$ cat src/rtl/msfsm_pkg.sv
// Shared types and helpers for the multi-state-FSM fire scheduler.
package msfsm_pkg;

    localparam int DEF_NUM_T   = 7;
    localparam int DEF_NUM_FSM = 3;
    localparam logic [DEF_NUM_FSM*DEF_NUM_T-1:0] DEF_PART_MASK = 21'b1010111_1101011_1010111;

    // Upper bounds for the generic participant helper.
    localparam int MAX_FSM    = 16;
    localparam int MAX_MASK_W = 256;

    typedef enum logic [1:0] {
        IDLE,
        ARB,
        FIRE,
        REL
    } state_t;

    // Bit f of the result is set when FSM f contains transition t.
    function automatic logic [MAX_FSM-1:0] participants(input logic [MAX_MASK_W-1:0] mask,
                                                        input int num_t,
                                                        input int num_fsm,
                                                        input int t);
        logic [MAX_FSM-1:0] p;
        p = '0;
        for (int f = 0; f < MAX_FSM; f++) begin
            if (f < num_fsm) p[f] = mask[8'(f * num_t + t)];
        end
        return p;
    endfunction

endpackage

$ cat src/rtl/msfsm_rr_arbiter.sv
// Combinational round-robin arbiter: first request strictly above ptr, wrapping.
module msfsm_rr_arbiter #(
    parameter int NUM_T = 7
) (
    input  logic [NUM_T-1:0]         req,
    input  logic [$clog2(NUM_T)-1:0] ptr,
    output logic [NUM_T-1:0]         grant,
    output logic [$clog2(NUM_T)-1:0] grant_idx
);
    localparam int IW = $clog2(NUM_T);

    // NOTE: every always_comb output gets a default first so no latch is inferred.
    always_comb begin
        int j;
        grant     = '0;
        grant_idx = '0;
        j         = 0;
        // Scan from the farthest position down so the nearest request wins.
        for (int i = NUM_T; i >= 1; i--) begin
            j = (int'(ptr) + i) % NUM_T;
            if (req[IW'(j)]) begin
                grant            = '0;
                grant[IW'(j)]    = 1'b1;
                grant_idx        = IW'(j);
            end
        end
    end

endmodule

$ cat src/rtl/msfsm_fire_scheduler.sv
// Central scheduler: computes global enables, arbitrates round-robin and runs a
// 4-phase fire/ack handshake with the participating component FSMs.
module msfsm_fire_scheduler
    import msfsm_pkg::*;
#(
    parameter int                         NUM_T           = DEF_NUM_T,
    parameter int                         NUM_FSM         = DEF_NUM_FSM,
    parameter logic [NUM_FSM*NUM_T-1:0]   PART_MASK       = DEF_PART_MASK,
    parameter int                         DEADLOCK_CYCLES = 255,
    parameter int                         CNT_W           = 16
) (
    input  logic                       clk,
    input  logic                       reset,
    input  logic                       start,
    input  logic [NUM_T-1:0]           t_req,
    input  logic [NUM_FSM*NUM_T-1:0]   t_en,
    input  logic [NUM_FSM-1:0]         fsm_ack,
    output logic [NUM_T-1:0]           t_fire,
    output logic                       busy,
    output logic [$clog2(NUM_T)-1:0]   last_t,
    output logic [CNT_W-1:0]           fire_count,
    output logic                       deadlock,
    output logic                       err_ack
);
    localparam int IW = $clog2(NUM_T);
    localparam int DW = $clog2(DEADLOCK_CYCLES + 1);
    localparam logic [MAX_MASK_W-1:0] MASK_EXT = MAX_MASK_W'(PART_MASK);

    state_t             state, next_state;
    logic [NUM_FSM-1:0] part_tbl [NUM_T];
    logic [NUM_T-1:0]   glob_en, cand, arb_grant;
    logic [IW-1:0]      arb_idx, rr_ptr, gidx_q;
    logic [NUM_FSM-1:0] part_q;
    logic [DW-1:0]      dl_cnt;
    logic               hs_done, hs_clear;

    // A transition is enabled when every participant enables it and it has at least one participant.
    always_comb begin
        logic [MAX_FSM-1:0] p;
        logic               all_en;
        p       = '0;
        all_en  = 1'b0;
        glob_en = '0;
        for (int t = 0; t < NUM_T; t++) begin
            p           = participants(MASK_EXT, NUM_T, NUM_FSM, t);
            part_tbl[t] = p[NUM_FSM-1:0];
            all_en      = 1'b1;
            for (int f = 0; f < NUM_FSM; f++) begin
                if (p[f] && !t_en[f*NUM_T+t]) all_en = 1'b0;
            end
            glob_en[t] = all_en && (p != '0);
        end
    end

    assign cand     = glob_en & t_req;
    assign hs_done  = (fsm_ack & part_q) == part_q;
    assign hs_clear = (fsm_ack & part_q) == '0;

    msfsm_rr_arbiter #(.NUM_T(NUM_T)) u_arb (
        .req       (cand),
        .ptr       (rr_ptr),
        .grant     (arb_grant),
        .grant_idx (arb_idx)
    );

    always_comb begin
        next_state = state;
        case (state)
            IDLE:    if (start) next_state = ARB;
            ARB:     if (!start) next_state = IDLE;
                     else if (cand != '0) next_state = FIRE;
            FIRE:    if (hs_done) next_state = REL;
            REL:     if (hs_clear) next_state = start ? ARB : IDLE;
            default: next_state = IDLE;
        endcase
    end

    // NOTE: sequential state uses non-blocking assignments so all registers update together.
    always_ff @(posedge clk or posedge reset) begin
        if (reset) begin
            state <= IDLE;
            busy  <= 1'b0;
        end else begin
            state <= next_state;
            busy  <= (next_state != IDLE);
        end
    end

    // NOTE: every register here is reset, including the latched grant, so nothing leaks X after reset.
    always_ff @(posedge clk or posedge reset) begin
        if (reset) begin
            t_fire     <= '0;
            part_q     <= '0;
            gidx_q     <= '0;
            rr_ptr     <= IW'(NUM_T - 1);
            last_t     <= '0;
            fire_count <= '0;
            deadlock   <= 1'b0;
            err_ack    <= 1'b0;
            dl_cnt     <= '0;
        end else begin
            if (state == ARB && next_state == FIRE) begin
                t_fire <= arb_grant;
                part_q <= part_tbl[arb_idx];
                gidx_q <= arb_idx;
            end
            if (state == FIRE && next_state == REL) begin
                t_fire <= '0;
                last_t <= gidx_q;
                rr_ptr <= gidx_q;
                if (fire_count != '1) fire_count <= fire_count + 1'b1;
            end
            if ((state == FIRE || state == REL) && ((fsm_ack & ~part_q) != '0)) err_ack <= 1'b1;
            // Starvation counter only runs while waiting in ARB with nothing enabled.
            if (state == ARB && next_state == ARB && glob_en == '0) begin
                if (dl_cnt != '1) dl_cnt <= dl_cnt + 1'b1;
                if (dl_cnt == DW'(DEADLOCK_CYCLES - 1)) deadlock <= 1'b1;
            end else begin
                dl_cnt <= '0;
            end
        end
    end

endmodule

$ cat config.mk
export PLATFORM = sky130hd
export DESIGN_NAME = msfsm_fire_scheduler
export DESIGN_NICKNAME = d
export VERILOG_FILES = /design/src/rtl/msfsm_pkg.sv /design/src/rtl/msfsm_rr_arbiter.sv /design/src/rtl/msfsm_fire_scheduler.sv
export SDC_FILE = /design/constraint.sdc
export NUM_CORES = 1
export LEC_CHECK = 0
export ABC_AREA = 1
export CAP_MARGIN = 5
export CORE_MARGIN = 1.5
export CORE_UTILIZATION = 56
export DETAILED_ROUTE_END_ITERATION = 10
export GPL_TIMING_DRIVEN = 1
export PLACE_DENSITY = 0.88
export SLEW_MARGIN = 20
export SYNTH_ARGS = -nofsm -noshare
export SYNTH_HDL_FRONTEND = slang
export SYNTH_SLANG_ARGS = --single-unit
$ cat constraint.sdc
create_clock -name clk -period 4.9 [get_ports clk]
set_input_delay 0.98 -clock clk [delete_from_list [all_inputs] [get_ports clk]]
set_output_delay 0.98 -clock clk [all_outputs]
set_load 0.005 [all_outputs]
After elaboration in Yosys (flattened, before gate mapping)
Memories as Yosys holds them, arrays and structs flattened. A register that Yosys moved wholly into a read port is not among the register bits.
Cells that the tools add are included.
{ "classes": {"addsub": 9, "div": 7, "magnitude_cmp": 14, "eq_ne": 11, "muxes": 75, "n_bitwise": 5, "n_reduce_logical": 22} }
{ "ops": {"columns": ["op", "count"], "rows": [
  ["modulo 32 x 4 -> 32 bit, second input constant", 7],
  ["2-to-1 mux 7 bit", 9],
  ["2-to-1 mux 1 bit", 37],
  ["less-than comparator 3 x 5 -> 1 bit, second input constant", 7],
  ["binary-select mux 1 bit (select 3 bit)", 7],
  ["demux 1 bit (select 3 bit)", 7],
  ["greater-or-equal comparator 3 x 1 -> 1 bit, second input constant", 7],
  ["2-to-1 mux 3 bit", 7],
  ["adder 16 x 1 -> 16 bit, second input constant", 1],
  ["adder 3 x 3 -> 4 bit, second input constant", 4],
  ["2-to-1 mux 8 bit", 2],
  ["inequality test 16 bit, second input constant", 1],
  ["logical AND 1 bit", 12],
  ["2-to-1 mux 2 bit", 5],
  ["adder 3 x 2 -> 4 bit, second input constant", 2],
  ["adder 8 x 1 -> 8 bit, second input constant", 1],
  ["equality test 2 bit, second input constant", 4],
  ["equality test 8 bit, second input constant", 1],
  ["inequality test 8 bit, second input constant", 1],
  ["one-hot mux 2 bit (4 select lines)", 1],
  ["AND 7 bit", 1],
  ["logical NOT 7 bit", 1],
  ["nonzero test 7 bit", 1],
  ["AND 3 bit", 2],
  ["12 further kinds", 15]
]} }
{ "totals": {"register_bits": 45, "mem_bits_ro": 24, "inputBits": 34, "output_inout_bits": 29, "word_cells": 154, "mem_count": 1} }
{ "mem_list": {"columns": ["memory", "words", "width", "read_ports", "rd_clocked_by_memory_dff", "wr", "line_no", "source"], "rows": [
  ["(name not given)", 8, 3, 1, 1, 0, "msfsm_fire_scheduler.sv:104", "part_q <= part_tbl[arb_idx];"]
]} }

Depth between registers and ports, before layout
{ "depth": {"depth_word": 16, "mapped_depth": 30} }

By module
A second synthesis with hierarchy kept.
{ "hier_totals": {"hier_cells": 758, "hier_area_um2": 4808.4} }
{ "modules_own_cells": {"columns": ["module", "instances", "cells_per_inst", "area_each_um2", "seq_area_each_um2"], "rows": [
  ["msfsm_fire_scheduler", 1, 332, 2506.2, 1153.6],
  ["msfsm_rr_arbiter", 1, 426, 2302.2, 0.0]
]} }

Worst setup path after synthesis
OpenSTA, ideal clock, no wires.
{ "synth_path": {"path_kind": "register to register", "start": "reg rr_ptr[0]", "end": "reg part_q[1]", "setup_ps": 126, "t_arrival_ps": 3273, "path_slack_ps": 1501, "path_stages_with_launch": 27, "path_buffers": 1, "synth_period_minus_slack_ps": 3399, "cell_sequence": "dfrtp_1 > buf_6 > inv_2 > ha_1 > inv_1 > nand2_1 > nand2_2 > ha_1 > ha_1 > nor3_1 > nand3_1 > o21ai_1 > nand3_1 > nand2_2 > nand2_1 > a21oi_1 > nor2_2 > nand3_1 > nand2_1 > nand2_1 > nand2_1 > nand2_1 > nand3_1 > nand2_1 > nand2_1 > nand3_1 > nand3_1"} }
{ "synth_between": {"elab_chain_cells": 13, "elab_cells_between_ends": 43} }
{ "synth_lines": {"columns": ["element", "line_no", "source"], "rows": [
  ["start: declaration", "msfsm_fire_scheduler.sv:32", "logic [IW-1:0] arb_idx, rr_ptr, gidx_q;"],
  ["start signal: assignment", "msfsm_fire_scheduler.sv:95", "rr_ptr <= IW'(NUM_T - 1);"],
  ["start signal: assignment", "msfsm_fire_scheduler.sv:110", "rr_ptr <= gidx_q;"],
  ["adder 3 x 3 -> 4 bit", "msfsm_rr_arbiter.sv:20", "j = (int'(ptr) + i) % NUM_T;"],
  ["modulo 32 x 4 -> 32 bit", "msfsm_rr_arbiter.sv:20", null],
  ["binary-select mux 1 bit (select 3 bit)", "msfsm_rr_arbiter.sv:21", "if (req[IW'(j)]) begin"],
  ["2-to-1 mux 1 bit (implied by the code) (2 in series)", "msfsm_rr_arbiter.sv:21", null],
  ["2-to-1 mux 3 bit (6 in series)", "msfsm_rr_arbiter.sv:21", null],
  ["2-to-1 mux 3 bit *", "msfsm_rr_arbiter.sv:21", null],
  ["NOT 3 -> 4 bit (implied by the code) *", "msfsm_fire_scheduler.sv:104", null],
  ["end: declaration", "msfsm_fire_scheduler.sv:33", "logic [NUM_FSM-1:0] part_q;"]
]} }
Every way passes the cells marked *; elsewhere a longest branch is shown, timed or not. The select of a mux whose other input is x is not followed.
A chain may end at the register's enable or synchronous reset.

Worst setup path after layout
{ "layout_path": {"start": "reg rr_ptr[1]", "end": "reg part_q[1]"} }
The elaborated chain is that of the path after synthesis.

==> results by group <==
Outcome
  – Status: completed

Synthesis
  – Synth Cell Area: 4302 sq um
  – Syn_nets: 694
  – Post-synth ARST share: 100.0%
  – EDFF count, synth: 0
  – Synth top area cells: dfrtp_1 26%, nand2_1 16%, nand3_1 8.4%
  – Register area share after synthesis: between 20% and 30%
  – Count of cell types in the netlist: 50
  – Synth Instances: between 600 and 700
  – Seq cells post-synth: 46
  – Ys flop type: dfrtp_1
  – Synth top area share: 25.60%
  – Yosys warns: 0
  – Synth area leader: dfrtp_1
  – Syn_area_per_cell: 6.764 sq um

Floorplan
  – I/O Pins: 63
  – Die area: around 8200 sq um
  – Row count: 31
  – Die H: just over 90 um
  – DIE WIDTH: approximately 91 um
  – Core area: around 7300 sq um
  – Initial core utilization: about three fifths

Place
  – Placed Cells incl. Taps: roughly 800
  – Estimated wirelength of the detail-placed design: about 9000 um
  – Area after DPL: slightly below 5000 sq um
  – Port bufs: 56
  – Routability cong.: about 0.95

Timing
  – Final Max Tran Viols: 0
  – # setup viols final: 0
  – Total negative slack: 0 ns
  – Setup Skew: 0.005414 ns
  – RSZ-0062 raised after global routing: false
  – Final worst path period share: 83.48%
  – Slew margin rel.: 37.19%
  – Hold slack: roughly 0.48 ns
  – Max Freq: roughly 0.24 GHz
  – Worst Tran Pin Value: roughly 0.94 ns
  – Final hold violation count: 0
  – Min Tclk post-route: 4.090 ns

Setup path
  – Slowest stage delay, CP: between 0.6 and 0.7 ns
  – Critical Path Start Type: flip-flop
  – Most used cell, CP: nand2_1
  – Top delay family on crit path: simple AND/OR/NAND/NOR gates
  – WS Path Type: flip-flop to flip-flop
  – CP arrival: 4.29 ns
  – Maximum fanout along the worst path: 9
  – Critical path endpoint category: flip-flop
  – CP required: approximately 5.1 ns
  – Slowest cell on crit path: dfstp_2
  – WP buf/inv: 3

Clock tree
  – Total clock buffers created by CTS: 5
  – Clock root buffer: clkbuf_8
  – Worst skew pair latency: ~0.31 ns
  – CTS tree: yes
  – Post-CTS Resized: 0
  – H-Tree Depth: 2
  – Hold buffers post-CTS: 0
  – Clock Path Buffers: 2
  – Post-CTS setup buffer count: 0
  – Clock transition at path regs: roughly 0.09 ns
  – Clock Sink Count: 46

GRT
  – Pin count of the biggest net entering global routing: between 40 and 50
  – Vias in the first global route: ~4.4k
  – Tot GR Track Use: between 20% and 30%
  – Initial antenna violation count: 0
  – Congestion Overflow GR: 0
  – First-pass GRT wire length: between 20000 and 25000 um

Layout
  – N_diodes: 0
  – Nets: about 760
  – Fraction of layout cells with a size suffix above 1: 10.89%
  – Final Non-Filler Cells: between 700 and 800
  – P&R area growth vs syn: 18.00%
  – Final instance area: 5076 sq um

Drt
  – DR WL/cell: approximately 15 um
  – Post-DR vias/cell: about 5.6
  – DRC: 0
  – Via count: around 4.5k
  – DR iter-0 viols: between 300 and 400
  – DR pass1 iterations: 5
  – Post-route ant nets: 0
  – Final WL: between 10000 and 15000 um

Run
  – Max-Cap Viols: 0

Hold path
  – Worst hold path class: flip-flop to flip-flop
flip-flops by register name, indices dropped and copies added (netlist names):
name / flops
err_ack: 1
t_fire: 7
rr_ptr: 3
gidx_q: 3
last_t: 2
deadlock: 1
part_q: 2
busy: 1
dl_cnt: 8
fire_count: 16
state: 2
logic make-up after synthesis:
logic type | Yosys count | synth area share (%)
muxes | 1 | 0.2618
DFF | 46 | 26.82
adders and majority gates | 24 | 6.981
xor gates and xnor gates | 24 | 4.887
and+or+nand+nor | 382 | 41.88
AOI/OAI and AO/OA | 73 | 11.14
buffers and inverters | 86 | 8.028
layer usage:
metal / share of wire [%] / global-route usage, %
met5: 0 / 0
met4: 2.5 / 11.51
met3: 6.7 / 5.471
met2: 47 / 50.63
met1: 43 / 37.17
area by class of cell:
| type | instances | area, sq um |
|---|---|---|
| sequential | 46 | 1154 |
| timing repair buffer | 58 | 575.6 |
| tap | 99 | 123.9 |
| inverter | 82 | 307.8 |
| clock buffer | 5 | 68.82 |
| fill | 589 | 2255 |
| clock inverter | 3 | 43.79 |
| multi-input combinational | 504 | 2803 |
cell usage after synthesis (all sizes together), types with 2 or more instances:
cell type / instances
nand2: 204
nand3: 85
inv: 80
nor2: 54
dfrtp: 44
o21ai: 36
ha: 24
nor3: 19
a21oi: 16
xor2: 16
nand4: 10
xnor2: 8
a31oi: 4
buf: 3
nand3b: 3
o31ai: 3
a21o: 2
a221oi: 2
clkinv: 2
dfstp: 2
nor3b: 2
nor4: 2
o211ai: 2
o22ai: 2
through the flow:
step	setup slack, ns	utilization, %
6_report	0.8097	69.24
5_1_grt	0.3740	69.24
4_1_cts	0.8704	69.24
3_5_place_dp	0.8898	67.71
3_3_place_gp	1.029	67.71
2_1_floorplan	1.501	-
final timing paths:
check / from / end / slack [ns] / cells past startpoint
max: rr_ptr[1] / part_q[1] / 0.81 / 25
min: err_ack / err_ack / 0.48 / 1
max reg2reg: rr_ptr[1] / part_q[1] / 0.81 / 25
min reg2reg: err_ack / err_ack / 0.48 / 1
max in group asynchronous: reset / rr_ptr[0] / 3.12 / 2
min in group asynchronous: reset / fire_count[7] / 1.20 / 2
worst register-to-register path, stage by stage, from the launching register on:
cell and delay, ns:
dfstp_2 0.64, inv_1 0.19, ha_1 0.34, xnor2_1 0.36
ha_1 0.22, ha_1 0.23, nor3_1 0.21, nand3_1 0.10
o21ai_1 0.19, nand2_1 0.14, nand2_2 0.10, nand2_2 0.10
inv_2 0.10, nand2_1 0.06, nand3_2 0.09, nand3_2 0.08
nand2_4 0.11, inv_2 0.07, nor2_1 0.09, nand2_1 0.08
nand2_1 0.06, nand3_1 0.11, nand2_1 0.12, nand2_1 0.07
nand3_1 0.07, nand3_1 0.07
layout by cell type, fill, tap and decap left out, types with 3 or more instances in the layout:
cell / n
nand2_4: 5
nand4_1: 10
clkbuf_8: 5
inv_1: 67
nor3_1: 18
nand3_2: 13
nand2_2: 17
nor2_2: 4
nand2_1: 182
ha_1: 24
xnor2_1: 8
o21ai_1: 5
nand3_1: 72
nor2_1: 48
xor2_1: 16
dfrtp_1: 44
a31oi_1: 4
inv_2: 13
a21oi_1: 15
o21ai_0: 28
clkdlybuf4s50_1: 56
nand3b_1: 3
Power is not shown: default switching activity piles up to over one toggle a cycle in this logic, so the estimate is an artifact.
